## config.mk

```make
export PLATFORM = sky130hd
export DESIGN_NAME = if_id_stage
export DESIGN_NICKNAME = d
export VERILOG_FILES = /design/src/rtl/lc3b_types.sv /design/src/rtl/if_skid_buffer.sv /design/src/rtl/plus2.sv /design/src/rtl/if_id_stage.sv
export SDC_FILE = /design/constraint.sdc
export NUM_CORES = 1
export LEC_CHECK = 0
export ABC_AREA = 1
export ABC_CLOCK_PERIOD_IN_PS = 1600
export BUFFER_PORTS_ARGS = -buffer_cell sky130_fd_sc_hd__buf_2
export CORE_MARGIN = 5
export CORE_UTILIZATION = 23
export DETAILED_ROUTE_END_ITERATION = 10
export MAX_ROUTING_LAYER = met4
export PLACE_DENSITY_LB_ADDON = 0.25
export SLEW_MARGIN = 5
export SYNTH_ARGS = -nofsm -noshare
export SYNTH_HDL_FRONTEND = slang
export SYNTH_SLANG_ARGS = --single-unit
```

## constraint.sdc

```tcl
create_clock -name clk -period 1.6 [get_ports clk]
set_input_delay 0.08 -clock clk [delete_from_list [all_inputs] [get_ports clk]]
set_output_delay 0.08 -clock clk [all_outputs]
set_load 0.05 [all_outputs]
```

## src/rtl/lc3b_types.sv

```systemverilog
// Shared LC-3b pipeline types.
//   lc3b_fetch_state : fetch sequencer state (FETCH, BUFFERED, DRAIN)
//   lc3b_if_id       : IF/ID pipeline register contents {valid, ir, pc}
package lc3b_types;

    typedef enum logic [1:0] {
        FETCH    = 2'd0,
        BUFFERED = 2'd1,
        DRAIN    = 2'd2
    } lc3b_fetch_state;

    typedef struct packed {
        logic        valid;
        logic [15:0] ir;
        logic [15:0] pc;
    } lc3b_if_id;

endpackage

```

## src/rtl/if_skid_buffer.sv

```systemverilog
// One-entry holding register used to park a value while the consumer stalls.
//   clk, reset_n : clock, async active-low reset (clears the entry)
//   load_i       : capture d_i and mark full
//   clear_i      : drop the entry (load wins if both asserted)
//   d_i / q_o    : data in / held data
//   full_o       : entry holds a value
module if_skid_buffer #(
    parameter int W = 32
) (
    input  logic         clk,
    input  logic         reset_n,
    input  logic         load_i,
    input  logic         clear_i,
    input  logic [W-1:0] d_i,
    output logic [W-1:0] q_o,
    output logic         full_o
);
    logic [W-1:0] data_q;
    logic         full_q;

    always_ff @(posedge clk or negedge reset_n) begin
        if (!reset_n) begin
            data_q <= '0;
            full_q <= 1'b0;
        end else if (load_i) begin
            data_q <= d_i;
            full_q <= 1'b1;
        end else if (clear_i) begin
            data_q <= '0;
            full_q <= 1'b0;
        end
    end

    assign q_o    = data_q;
    assign full_o = full_q;
endmodule

```

## src/rtl/plus2.sv

```systemverilog
// Sequential-PC adder: out = in + 2, wrapping modulo 2^16.
//   in_i  : 16-bit address
//   out_o : in_i + 2
module plus2 (
    input  logic [15:0] in_i,
    output logic [15:0] out_o
);
    assign out_o = in_i + 16'd2;
endmodule

```

## src/rtl/if_id_stage.sv

```systemverilog
// Instruction-fetch sequencer and IF/ID pipeline register.
// Keeps one outstanding request to instruction memory, captures responses
// into IF/ID, parks one response in a skid buffer when decode stalls, and
// drains/discards in-flight work on flush.
//   clk, reset_n          : clock, async active-low reset
//   next_pc               : next fetch address from the PC mux
//   flush, stall          : redirect request / decode back-pressure
//   imem_read/imem_address: memory request (Moore, registered address)
//   imem_rdata/imem_resp  : memory response (single-cycle pulse)
//   if_id_valid/ir/pc     : IF/ID register (pc = fetch address + 2)
//   fetch_pc              : current request address
module if_id_stage
    import lc3b_types::*;
#(
    parameter logic [15:0] RESET_PC = 16'h0000
) (
    input  logic        clk,
    input  logic        reset_n,
    input  logic [15:0] next_pc,
    input  logic        flush,
    input  logic        stall,
    output logic        imem_read,
    output logic [15:0] imem_address,
    input  logic [15:0] imem_rdata,
    input  logic        imem_resp,
    output logic        if_id_valid,
    output logic [15:0] if_id_ir,
    output logic [15:0] if_id_pc,
    output logic [15:0] fetch_pc
);
    lc3b_fetch_state state_q, state_d;
    logic [15:0]     req_addr_q, req_addr_d;
    logic [15:0]     redirect_pc_q, redirect_pc_d;
    lc3b_if_id       if_id_q, if_id_d;

    logic [15:0] req_addr_p2;
    logic        skid_load, skid_clear, skid_full;
    logic [31:0] skid_q;

    plus2 u_plus2 (
        .in_i  (req_addr_q),
        .out_o (req_addr_p2)
    );

    if_skid_buffer #(.W(32)) u_skid (
        .clk     (clk),
        .reset_n (reset_n),
        .load_i  (skid_load),
        .clear_i (skid_clear),
        .d_i     ({imem_rdata, req_addr_p2}),
        .q_o     (skid_q),
        .full_o  (skid_full)
    );

    always_comb begin
        state_d       = state_q;
        req_addr_d    = req_addr_q;
        redirect_pc_d = redirect_pc_q;
        if_id_d       = if_id_q;
        skid_load     = 1'b0;
        skid_clear    = 1'b0;

        // Decode takes the current instruction; any load below overrides this.
        if (if_id_q.valid && !stall)
            if_id_d.valid = 1'b0;

        unique case (state_q)
            FETCH: begin
                if (flush) begin
                    if_id_d.valid = 1'b0;
                    if (imem_resp) begin
                        req_addr_d = next_pc;
                    end else begin
                        // Request still pending: it must complete before we
                        // can retarget, so remember where to go.
                        redirect_pc_d = next_pc;
                        state_d       = DRAIN;
                    end
                end else if (imem_resp) begin
                    req_addr_d = next_pc;
                    if (!if_id_q.valid || !stall) begin
                        if_id_d = '{valid: 1'b1, ir: imem_rdata, pc: req_addr_p2};
                    end else begin
                        skid_load = 1'b1;
                        state_d   = BUFFERED;
                    end
                end
            end
            BUFFERED: begin
                if (flush) begin
                    skid_clear    = 1'b1;
                    if_id_d.valid = 1'b0;
                    req_addr_d    = next_pc;
                    state_d       = FETCH;
                end else if (!stall && skid_full) begin
                    if_id_d    = '{valid: 1'b1, ir: skid_q[31:16], pc: skid_q[15:0]};
                    skid_clear = 1'b1;
                    state_d    = FETCH;
                end
            end
            DRAIN: begin
                if (flush)
                    redirect_pc_d = next_pc;
                if (imem_resp) begin
                    req_addr_d = flush ? next_pc : redirect_pc_q;
                    state_d    = FETCH;
                end
            end
            default: state_d = FETCH;
        endcase
    end

    always_ff @(posedge clk or negedge reset_n) begin
        if (!reset_n) begin
            state_q       <= FETCH;
            req_addr_q    <= RESET_PC;
            redirect_pc_q <= RESET_PC;
            if_id_q       <= '0;
        end else begin
            state_q       <= state_d;
            req_addr_q    <= req_addr_d;
            redirect_pc_q <= redirect_pc_d;
            if_id_q       <= if_id_d;
        end
    end

    assign imem_read    = (state_q != BUFFERED);
    assign imem_address = req_addr_q;
    assign fetch_pc     = req_addr_q;
    assign if_id_valid  = if_id_q.valid;
    assign if_id_ir     = if_id_q.ir;
    assign if_id_pc     = if_id_q.pc;
endmodule
```

# After elaboration in Yosys (flattened, before gate mapping)
# Cells that the tools add are included.
# totals
output_inout_bits,66
elab_cells,75
reg_bits,100
inputBits,37
# op_classes
eq_ne,16
n_mux,36
n_reduce_logical,14
addsub,1
# op_table
op,count
$mux W32,4
$mux W33,3
$mux W16,6
$pmux W33 S2,1
$pmux W16 S3,1
$pmux W16 S2,1
$ne A2 B2 Y1 const B,9
$add A16 B2 Y16 const B,1
$mux W2,7
$mux W1,12
$ne A3 B3 Y1 const B,4
$pmux W2 S3,1
$reduce_and A6 Y1,1
$reduce_bool A2 Y1,3
$reduce_and A5 Y1,1
$reduce_and A4 Y1,1
$reduce_and A3 Y1,1
$reduce_bool A3 Y1,1
$eq A2 B1 Y1 const B,1
$eq A2 B2 Y1 const B,1
$logic_and A1 B1 Y1,2
$logic_not A1 Y1,2
$logic_not A2 Y1,1
$ne A2 B1 Y1 const B,1
$logic_or A1 B1 Y1,1

# Depth between registers and ports, before layout
# Gate-level depths: netlist of run 1.
# depth
ltp_word,7
depth_mapped,10

# Hierarchy
# Synthesis of run 1 repeated with hierarchy kept, for this count alone.
# hier_totals
hier_cells,695
hier_area_um2,5281.3
# by_module_without_submodules
mod,n_inst,seq_area_each_um2,cells_each,area_each_um2
if_id_stage,1,1676.6,484,3606.0
if_skid_buffer,1,825.8,140,1306.3
plus2,1,0.0,71,369.1

# Least setup slack after synthesis of run 1
# OpenSTA, ideal clock, no wires.
# synth_timing
path_type,register -> register
startpoint,"register req_addr_q[1], in the netlist fetch_pc[1]"
endpoint,"register if_id_q, in the netlist if_id_pc[11]"
path_buffers,0
arrival_time_ps,1645
slack_ps,-163
setup_time_ps,118
path_stages_with_launch,11
cell_sequence,dfrtp_1 -> ha_1 -> nand3_1 -> inv_1 -> nand2_1 -> nor2_1 -> nand2_1 -> nand3_1 -> nand2_1 -> nand2_1 -> nand2_1
# synth_via
elab_chain_len,5
# synth_lines
element,line_no,text
start: declaration,if_id_stage.sv:32,"logic [15:0] req_addr_q, req_addr_d;"
start signal: assignment,if_id_stage.sv:121,req_addr_q <= req_addr_d;
$add A16 B2 Y16,plus2.sv:8,assign out_o = in_i + 16'd2;
$mux W33,if_id_stage.sv:81,if (!if_id_q.valid || !stall) begin
$mux W33,if_id_stage.sv:79,end else if (imem_resp) begin
$mux W32,if_id_stage.sv:69,if (flush) begin
$pmux W33 S2,if_id_stage.sv:67,unique case (state_q)
end signal: assignment,if_id_stage.sv:123,if_id_q <= if_id_d;
end: declaration,if_id_stage.sv:34,"lc3b_if_id if_id_q, if_id_d;"
# Every way passes these cells. The select of a mux whose other input is x is not followed.
# A chain may end at the register's enable or synchronous reset.

# Final worst setup path of run 1
# layout_timing
startpoint,register state_q[1]
endpoint,"register if_id_q, in the netlist if_id_pc[2]"
# layout_via
elab_chain_len,3
word_cells_on_any_way,10
# layout_lines
element,line_no,text
start: declaration,if_id_stage.sv:31,"lc3b_fetch_state state_q, state_d;"
start signal: assignment,if_id_stage.sv:120,state_q <= state_d;
$eq A2 B1 Y1 / $logic_not A2 Y1 (equally long branches),if_id_stage.sv:67,
$ne A2 B2 Y1 (no line) / $reduce_bool A2 Y1 (equally long branches),--,
$reduce_and A6 Y1 (no line),--,
# Parallel ways exist; a longest one is shown, timed or not.

==> out/results.tsv, run 1 <==
stage	metric	value	unit
sta	fin_worst_skew	0.0110	ns
placed_design	place.gp.congestion	0.792	
clock_tree	cts_tree	done	
placed_design	dp_cells	896	
clock_tree	htree_levels	3	
min_path	hp-start	imem_rdata[11]	
critical_path	critPathCaptureType	register	
floorplan	die_w	152	µm
floorplan	core.rowCount	52	
min_path	worstHoldPathType	primary input to register	
layout	multi_input_area	1830	µm²
global_routing	grt_pass1_wl	21200	µm
layout	final_nets	698	
synth	yosys_register_bits	100	
sta	tightestPinTransition	0.524	ns
synth	yosys_warnings	0	
global_routing	grt_usage	0.115	
synth	yosys.cell_types.count	27	
drt	vias	3878	
synth	synth_area_leader_cell	dfrtp_1	
sta	fin_crit	1.52	ns
sta	clock.fmax	659	MHz
synth	syn_inst	533	
synth	yosysTopAreaCellShare	0.539	
clock_tree	clock_sinks	100	
global_routing	grt-ovfl-total	0	
clock_tree	numCtsBuffers	9	
drt	wl_per_cell	14.4	µm
drt	antenna_left	0	
floorplan	die_h	152	µm
placed_design	portBuffers	102	
synth	async_flop_share	1.00	
layout	final_cells	935	
clock_tree	clk_latency	0.34	ns
global_routing	grt_max_degree	55	
drt	drtIter0Drc	221	
global_routing	grt_antenna_before_repair	0	
synth	syn_area	4650	µm²
power	peakVddDrop	0.848	mV
critical_path	r2r_end	if_id_pc[2]	
power	p_total	12.2	mW
sta	setup_viol	0	
sta	max_slew_margin	0.651	
layout	nFillCells	2187	
sta	hold_viol_final	0	
synth	ys_seq_area_frac	0.539	
clock_tree	clockBufferDepth	2	
synth	synthFlopType	dfrtp_1	
floorplan	core	20000	µm²
critical_path	r2r_slack	0.08	ns
drt	drc	0	
critical_path	reg2regPathDepth	9	
drt	drt-total-wl	13400	µm
synth	synth_area_leaders	dfrtp_1 (54%), nand2_1 (13%), o21ai_0 (6.2%), a22o_1 (3.6%), a22oi_1 (3.1%)	
sta	fin_crit_sh	0.948	
critical_path	worst_ep_arrival_time	1.74	ns
layout	seq_area	2510	µm²
layout	diodes	0	
placed_design	dp_slack	0.00458	ns
critical_path	r2r_start	state_q[1]	
synth	syn-num-nets	571	
synth	synth-edff-count	0	
floorplan	die_area	23100	µm²
clock_tree	cts_root_buf	clkbuf_16	
synth	avgSynthCellArea	8.72	µm²
outcome	status	complete, no violations	
run	drv_cap	0	
sta	worst_slack	0.0834	ns
critical_path	cp-start-kind	register	
power	cellLeakagePower	3.13	nW
floorplan	start_util	0.232	
critical_path	startpoint	state_q[1]	
sta	rsz0062_at_grt	true	
sta	slew_viol_final	0	
sta	fin_setup_tns	0	ns
critical_path	crit_required	1.82	ns
critical_path	worstSetupPathType	register to register	
placed_design	hpwl	9240	µm
layout	area_growth	35.7	%
global_routing	grt_pass1_vias	3876	
layout	utilization	0.315	
drt	vias_per_cell	4.15	
min_path	worstHoldPathCells	2	
clock_tree	clk_pin_slew	0.07	ns
floorplan	ios	103	
layout	final_layout_size_suffix_gt1_frac	0.296	
critical_path	path_max_fanout	13	
min_path	whs_endpoint	u_skid.q_o[27]	
power	power_density	1930	nW/µm²
drt	first_pass_iters	4	
routing by layer:
layer	GRT usage	wire (µm)	vias up
li1	-	-	1990
met1	0.164	6880	1772
met2	0.168	5870	104
met3	0.0278	549	12
met4	0.0218	148	0
met5	-	0	-
stage by stage:
| stage | area (µm²) | hold WS, ns |
|---|---|---|
| after floorplan | 4650 | -0.216 |
| after global placement | 5610 | 0.0378 |
| after detailed placement | 5610 | 0.0366 |
| after CTS | 6100 | 0.00221 |
| after global routing | 6300 | 0.0223 |
| final | 6300 | 0.0136 |
worst max path at each step:
stage | cells past startpoint | to | slack [ns]
floorplan | 9 | if_id_pc[11] | 0.01
global placement | 8 | if_id_pc[10] | 0.02
detailed placement | 7 | if_id_ir[2] | 0.005
CTS | 8 | if_id_pc[7] | 0.02
global route | 10 | if_id_pc[5] | -0.03
finish | 9 | if_id_pc[2] | 0.08
cell type report:
cell class,instances,area share
well taps,270,0.0536
flip-flops and latches,100,0.398
clock buffers,12,0.0423
multi-input cells,349,0.290
clock inverters,4,0.00873
inverters,43,0.0264
repair buffers,157,0.181
state kept, by name, summed over array words and instances, names as in the netlist:
name           count
fetch_pc          16
state_q            2
if_id_valid        1
u_skid.full_o      1
u_skid.q_o        32
if_id_pc          16
if_id_ir          16
redirect_pc_q     16
what timing repair did:
action                                  4_1_cts  5_1_grt
endpoints found under the setup margin        1       76
buffers inserted                              0        2
resized for setup                             1       30
hold endpoints to repair                     41        0
pin swaps                                     0        3
hold buffers                                 17        0
gates cloned                                  0        4
power by group:
part | switching [mW] | internal [mW]
combinational | 4.04 | 1.66
clock | 0.971 | 1.35
sequential | 0.579 | 3.56
total | 5.59 | 6.57
synth_stat cells (8+ instances only):
| master | n |
|---|---|
| a22o_1 | 19 |
| a22oi_1 | 19 |
| buf_2 | 16 |
| buf_4 | 17 |
| clkbuf_1 | 8 |
| dfrtp_1 | 100 |
| inv_1 | 37 |
| nand2_1 | 165 |
| nand3_1 | 17 |
| nor2_1 | 18 |
| o21ai_0 | 58 |
| o21ai_1 | 22 |
cell usage in the layout, fill, tap and decap left out, drive strengths merged:
master         n
nand2        166
xor2           6
clkbuf        15
bufinv         1
clkinvlp       1
nand3         18
dlygate4sd3   17
mux2           6
a22o          19
nand4          4
a22oi         19
buf          137
o21ai         81
nor2          21
inv           44
a32oi          1
dfrtp        100
ha             1
clkinv         1
a21oi          5
xnor2          1
o22ai          1
kinds of logic after synthesis:
kind of cell,Yosys count,synth area share
AOI/OAI and AO/OA,126,0.164
xor gates and xnor gates,7,0.0132
adders and majority gates,1,0.00269
buffers and inverters,84,0.0859
DFF,100,0.539
muxes,6,0.0145
and+or+nand+nor,209,0.181
critical path, stage by stage (launching register included):
cell and delay, ns:
dfrtp_2 0.45, nor2_4 0.13, inv_2 0.06, nor2_4 0.12, inv_2 0.08, a21oi_4 0.18
inv_4 0.09, clkbuf_16 0.18, nand2_1 0.06, o21ai_1 0.05
(Power assumes the default switching activity.)
==> run 2: changes to the inputs <==
Settings changed: PLACE_DENSITY_LB_ADDON 0.25 to default.
==> run 2 against run 1 <==
Against the previous run:
- cell count fell by 0.86%
- first-iteration DRC count rose by 5.9%
- wire length fell by 2.1%
- sequential power barely moved
- sequential share of layout area rose by 1.1 points
- clock power fell by 3%
- non-clock buffer count fell by 8
- worst setup slack got worse by 0.067 ns
- die area did not move
- register-to-register slack got worse by 0.07 ns
- largest cell class unchanged
==> out/results.tsv, run 2 (synthesis gave the netlist of run 1 again) <==
stage	metric	value	unit
clock_tree	cts_tree	done	
critical_path	path_max_fanout	13	
sta	max_slew_margin	0.732	
drt	first_pass_iters	5	
floorplan	core	20000	µm²
sta	worst_slack	0.0161	ns
clock_tree	clk_latency	0.35	ns
power	power_density	1950	nW/µm²
layout	diodes	0	
critical_path	reg2regPathDepth	10	
clock_tree	clockBufferDepth	2	
floorplan	start_util	0.232	
floorplan	die_h	152	µm
sta	rsz0062_at_grt	true	
global_routing	grt_max_degree	55	
critical_path	r2r_start	state_q[0]	
placed_design	dp_slack	0.00411	ns
global_routing	grt_usage	0.111	
critical_path	crit_end	if_id_ir[4]	
clock_tree	clk_pin_slew	0.07	ns
sta	fin_setup_tns	0	ns
drt	antenna_left	0	
floorplan	die_w	152	µm
drt	drc	0	
global_routing	grt-ovfl-total	0	
sta	fin_worst_skew	0.00523	ns
critical_path	cpMostUsedCell	inv_2	
drt	vias	3992	
layout	area_growth	32.0	%
power	cellLeakagePower	3.06	nW
critical_path	crit_required	1.84	ns
placed_design	hpwl	8950	µm
drt	drt-total-wl	13200	µm
sta	tightestPinTransition	0.403	ns
critical_path	slowest_stage	dfrtp_1	
sta	hold_viol_final	0	
layout	largest_reg_flops	32	
critical_path	startpoint	state_q[0]	
layout	final_layout_size_suffix_gt1_frac	0.271	
sta	fin_crit	1.58	ns
clock_tree	htree_levels	3	
sta	setup_viol	0	
layout	nFillCells	2144	
critical_path	worstSetupPathType	register to register	
sta	clock.fmax	631	MHz
sta	fin_crit_sh	0.990	
floorplan	core.rowCount	52	
clock_tree	clock_sinks	100	
layout	seq_area	2510	µm²
critical_path	r2r_slack	0.02	ns
critical_path	critPathCaptureType	register	
clock_tree	cts_root_buf	clkbuf_16	
floorplan	die_area	23100	µm²
layout	multi_input_area	1780	µm²
drt	wl_per_cell	14.2	µm
placed_design	place.gp.congestion	0.845	
drt	drtIter0Drc	234	
critical_path	critical_path.max_stage_delay	0.40	ns
layout	mostFrequentLayoutCell	nand2_1	
global_routing	grt_pass1_vias	3746	
power	p_total	12.0	mW
drt	vias_per_cell	4.31	
sta	slew_viol_final	0	
power	peakVddDrop	0.753	mV
min_path	worstHoldPathType	primary input to register	
layout	final_nets	690	
run	drv_cap	0	
critical_path	r2r_end	if_id_ir[4]	
global_routing	grt_antenna_before_repair	0	
outcome	status	complete, no violations	
critical_path	worst_ep_arrival_time	1.82	ns
placed_design	portBuffers	102	
clock_tree	numCtsBuffers	9	
global_routing	grt_pass1_wl	20500	µm
layout	layout_common_cells	nand2_1 (163), buf_2 (101), dfrtp_1 (95)	
floorplan	ios	103	
critical_path	worstPathCellList	inv_2 -> nor2_4 -> inv_2 -> nor2_4 -> inv_2 -> a21oi_4 -> inv_4 -> clkbuf_16 -> nand2_1 -> o21ai_1	
critical_path	cp-start-kind	register	
sta	whs	0.0202	ns
[run 2: cell count changes in the layout (fill, tap and decap cells not counted), moves of 2 or more]
cell / previous run / this run
buf_12: 8 / 5
buf_4: 22 / 20
buf_6: 6 / 3
clkbuf_8: 3 / 1
clkinvlp_4: 1 / 3
nand2_1: 161 / 163
nand2_2: 5 / 3
nor2_1: 12 / 15
nor2_2: 5 / 2
xor2_1: 3 / 6
xor2_2: 3 / 0
[run 2: worst min path at each step]
| stage | startpoint | end | slack [ns] | cells after the start |
|---|---|---|---|---|
| finish | imem_rdata[8] | u_skid.q_o[24] | 0.02 | 2 |
| global route | imem_rdata[8] | u_skid.q_o[24] | 0.02 | 2 |
| detailed placement | reset_n | if_id_ir[15] | -0.02 | 1 |
| CTS | imem_rdata[8] | u_skid.q_o[24] | 0.006 | 2 |
| global placement | reset_n | if_id_ir[15] | -0.02 | 1 |
| floorplan | reset_n | fetch_pc[0] | -0.22 | 0 |
[run 2: power breakdown]
group | leakage, nW | internal, mW | switching (mW)
clock network | 0.138 | 1.26 | 0.977
logic | 1.63 | 1.60 | 4.01
registers | 1.28 | 3.56 | 0.586
total | 3.06 | 6.41 | 5.57
[run 2: critical path, delay by kind of cell (launching register included)]
kind | cells | cell delay [ns]
AND/OR/NAND/NOR | 3 | 0.31
AO/OA/AOI/OAI | 2 | 0.24
flip-flops | 1 | 0.40
buffers and inverters | 5 | 0.50
[run 2: cell type report]
cell class | instances | area share
clock buffer | 11 | 0.0396
inverter | 43 | 0.0271
tap | 270 | 0.0551
multi-input combinational | 349 | 0.291
clock inverter | 5 | 0.00999
timing repair buffer | 149 | 0.169
sequential | 100 | 0.409
[run 2: per-layer routing]
layer | track usage | vias to the layer above | routed length, µm
li1 | - | 1983 | -
met4 | 0.0300 | 0 | 159
met2 | 0.162 | 132 | 6010
met3 | 0.0329 | 10 | 773
met5 | - | - | 0
met1 | 0.153 | 1867 | 6220
[run 2: timing repair]
| item | CTS | global route |
|---|---|---|
| buffers inserted | 0 | 3 |
| setup endpoints to repair | 0 | 65 |
| hold buffers | 17 | 0 |
| resized for setup | 0 | 18 |
| endpoints found under the hold margin | 116 | 0 |
[run 2: stage by stage]
stage	cell area, µm²	utilization	std cells
6_report	6140	0.306	927
2_1_floorplan	4650	-	533
3_5_place_dp	5510	0.275	888
4_1_cts	5980	0.299	921
5_1_grt	6140	0.306	927
3_3_place_gp	5510	0.275	888
==> run 3: changes to the inputs <==
Settings changed: ABC_AREA 1 to default.
==> run 3 against run 2 <==
Against the previous run:
- cell count decreased by 16%
- core utilization up 1.2 points
- sequential power down 15%
- worst hold slack gained 0.092 ns
- critical endpoint is now u_skid.q_o[14]
- die area decreased by 2.2%
- final area is 0.88% higher
- synthesized cell count down 31%
- clock skew up 0.0053 ns
- wire length is 1.8% lower
- sequential share of layout area shrank 0.17 points
- first-iteration DRC count is 35% lower
==> out/results.tsv, run 3 <==
stage	metric	value	unit
outcome	status	complete, no violations	
floorplan	start_util	0.233	
synth	yosys_warnings	0	
sta	slew_viol_final	0	
sta	whs	0.112	ns
sta	tightestPinTransition	0.515	ns
drt	wl_met2	6550	µm
global_routing	grt_pass1_vias	3639	
clock_tree	cts_tree	done	
synth	syn_inst	369	
floorplan	ios	103	
sta	max_slew_margin	0.655	
layout	nFillCells	1965	
drt	first_pass_iters	4	
global_routing	grt_max_degree	36	
power	p_total	8.54	mW
clock_tree	numCtsBuffers	9	
drt	met3WireLength	715	µm
global_routing	grt_pass1_wl	19900	µm
global_routing	grt_antenna_before_repair	0	
min_path	hp-start	stall	
clock_tree	htree_levels	3	
sta	clock.fmax	638	MHz
sta	worst_slack	0.0331	ns
synth	synth-edff-count	0	
synth	synth_commonest_cells	dfrtp_1 (100), o2bb2ai_1 (28), a22o_1 (26), nand2_1 (23)	
drt	wl_per_cell	16.6	µm
layout	stdcell_area	6190	µm²
clock_tree	cts_root_buf	clkbuf_16	
drt	met1_length	5540	µm
floorplan	die_area	22600	µm²
synth	ys_seq_area_frac	0.552	
critical_path	r2r_end	u_skid.q_o[14]	
global_routing	grt_usage	0.117	
critical_path	reg2regPathDepth	6	
drt	vias	3508	
layout	area_growth	36.4	%
min_path	whs_endpoint	u_skid.full_o	
clock_tree	clk_latency	0.35	ns
layout	mostFrequentLayoutCell	buf_2	
min_path	worstHoldPathType	primary input to register	
placed_design	dpl_cell_area	5430	µm²
critical_path	worst_ep_arrival_time	1.81	ns
global_routing	grt-ovfl-total	0	
synth	synth.most_common_cell	dfrtp_1	
drt	drc	0	
run	drv_cap	0	
clock_tree	clockBufferDepth	2	
clock_tree	clk_pin_slew	0.07	ns
critical_path	r2r_start	state_q[1]	
synth	syn_area	4540	µm²
placed_design	portBuffers	102	
drt	vias_per_cell	4.51	
sta	hold_viol_final	0	
floorplan	die_h	150	µm
sta	fin_crit_sh	0.979	
critical_path	worstSetupPathType	register to register	
layout	diodes	0	
critical_path	crit_required	1.84	ns
critical_path	path_max_fanout	8	
synth	async_flop_share	1.00	
placed_design	dp_slack	-0.000646	ns
floorplan	die_w	150	µm
critical_path	r2r_slack	0.03	ns
layout	layout_common_cells	buf_2 (100), dfrtp_1 (86), dlygate4sd3_1 (34)	
sta	fin_worst_skew	0.0106	ns
synth	yosys_register_bits	100	
synth	yosysTopAreaCellShare	0.552	
clock_tree	clock_sinks	100	
synth	synthFlopType	dfrtp_1	
placed_design	place.gp.congestion	0.792	
synth	synth_area_leader_cell	dfrtp_1	
critical_path	critPathCaptureType	register	
sta	setup_viol	0	
layout	final_layout_size_suffix_gt1_frac	0.382	
floorplan	core	19500	µm²
power	power_density	1380	nW/µm²
min_path	worstHoldPathCells	3	
drt	antenna_left	0	
power	peakVddDrop	0.614	mV
critical_path	cp-start-kind	register	
synth	synth_area_leaders	dfrtp_1 (55%), o2bb2ai_1 (5.4%), a22o_1 (5.0%), mux2_2 (4.0%), mux2i_1 (3.5%)	
floorplan	core.rowCount	51	
drt	drt-total-wl	12900	µm
placed_design	hpwl	9100	µm
drt	drtIter0Drc	153	
drt	highest_layer	met4	
sta	fin_crit	1.57	ns
power	cellLeakagePower	2.76	nW
layout	largest_reg_flops	32	
synth	avgSynthCellArea	12.3	µm²
synth	syn-num-nets	407	
layout	final_nets	546	
synth	yosys.cell_types.count	41	
## run 3: changes by cell type after synthesis, sizes merged, moves of 5 or more
cell	previous run	this run
a221o	0	8
a22o	19	26
and2	0	6
and3	0	5
inv	43	6
mux2	6	16
mux2i	0	16
nand2	166	23
nand3	18	6
nor2	21	3
o21ai	81	18
o2bb2ai	0	28
xnor2	1	9
## run 3: how the worst max path moves through the flow
| stage | endpoint | from | depth (start not counted) | slack [ns] |
|---|---|---|---|---|
| floorplan | if_id_pc[9] | fetch_pc[1] | 5 | -0.06 |
| global placement | if_id_pc[9] | fetch_pc[2] | 5 | 0.04 |
| detailed placement | if_id_pc[6] | state_q[0] | 5 | -0.0006 |
| CTS | if_id_pc[6] | state_q[0] | 5 | 0.0004 |
| global route | if_id_pc[12] | state_q[0] | 5 | -0.005 |
| finish | u_skid.q_o[14] | state_q[1] | 6 | 0.03 |
## run 3: per-layer routing
| metal | vias up | global-route usage |
|---|---|---|
| li1 | 1648 | - |
| met1 | 1742 | 0.139 |
| met2 | 106 | 0.198 |
| met3 | 12 | 0.0325 |
| met4 | 0 | 0.0252 |
| met5 | - | - |
## run 3: area by class of cell
cell class                      instances  area (µm²)  area share
Tap cell                              265         332      0.0536
Sequential cell                       100        2520       0.407
Inverter                                6        22.5     0.00364
Clock buffer                           10         229      0.0370
Clock inverter                          6        71.3      0.0115
Timing Repair Buffer                  169        1230       0.199
Multi-Input combinational cell        222        1780       0.288
## run 3: timing repair
action,4_1_cts,5_1_grt
hold endpoints to repair,65,0
pin swaps,0,3
hold buffers,34,0
setup endpoints to repair,1,67
buffers inserted,0,4
resized for setup,1,10
gates cloned,0,2
## run 3: critical path, stage by stage, from the launching register on
cell       delay, ns
dfrtp_1         0.43
and2b_4         0.27
and2_4          0.18
a211oi_4        0.05
buf_6           0.13
clkbuf_16       0.16
a22o_1          0.23
## run 3: kinds of logic after synthesis
kind of cell,after synthesis,share of synthesized area
AO/OA/AOI/OAI,113,0.202
XOR/XNOR,13,0.0251
adder cells (fa/ha/maj),1,0.00276
buffers and inverters,47,0.0656
flip-flops,100,0.552
multiplexers,32,0.0750
AND/OR/NAND/NOR,63,0.0783
## run 3: metrics by stage
| step | TNS (ns) | std cells | utilization |
|---|---|---|---|
| floorplan | -0.152 | 369 | - |
| global placement | 0 | 722 | 0.279 |
| detailed placement | -0.000646 | 722 | 0.279 |
| CTS | 0 | 772 | 0.312 |
| global route | -0.0196 | 778 | 0.318 |
| finish | 0 | 778 | 0.318 |
## run 3: power by group
group	leakage (nW)	internal, mW	switching (mW)
clock	0.145	1.23	0.994
sequential	1.24	3.12	0.392
combinational	1.37	0.938	1.87
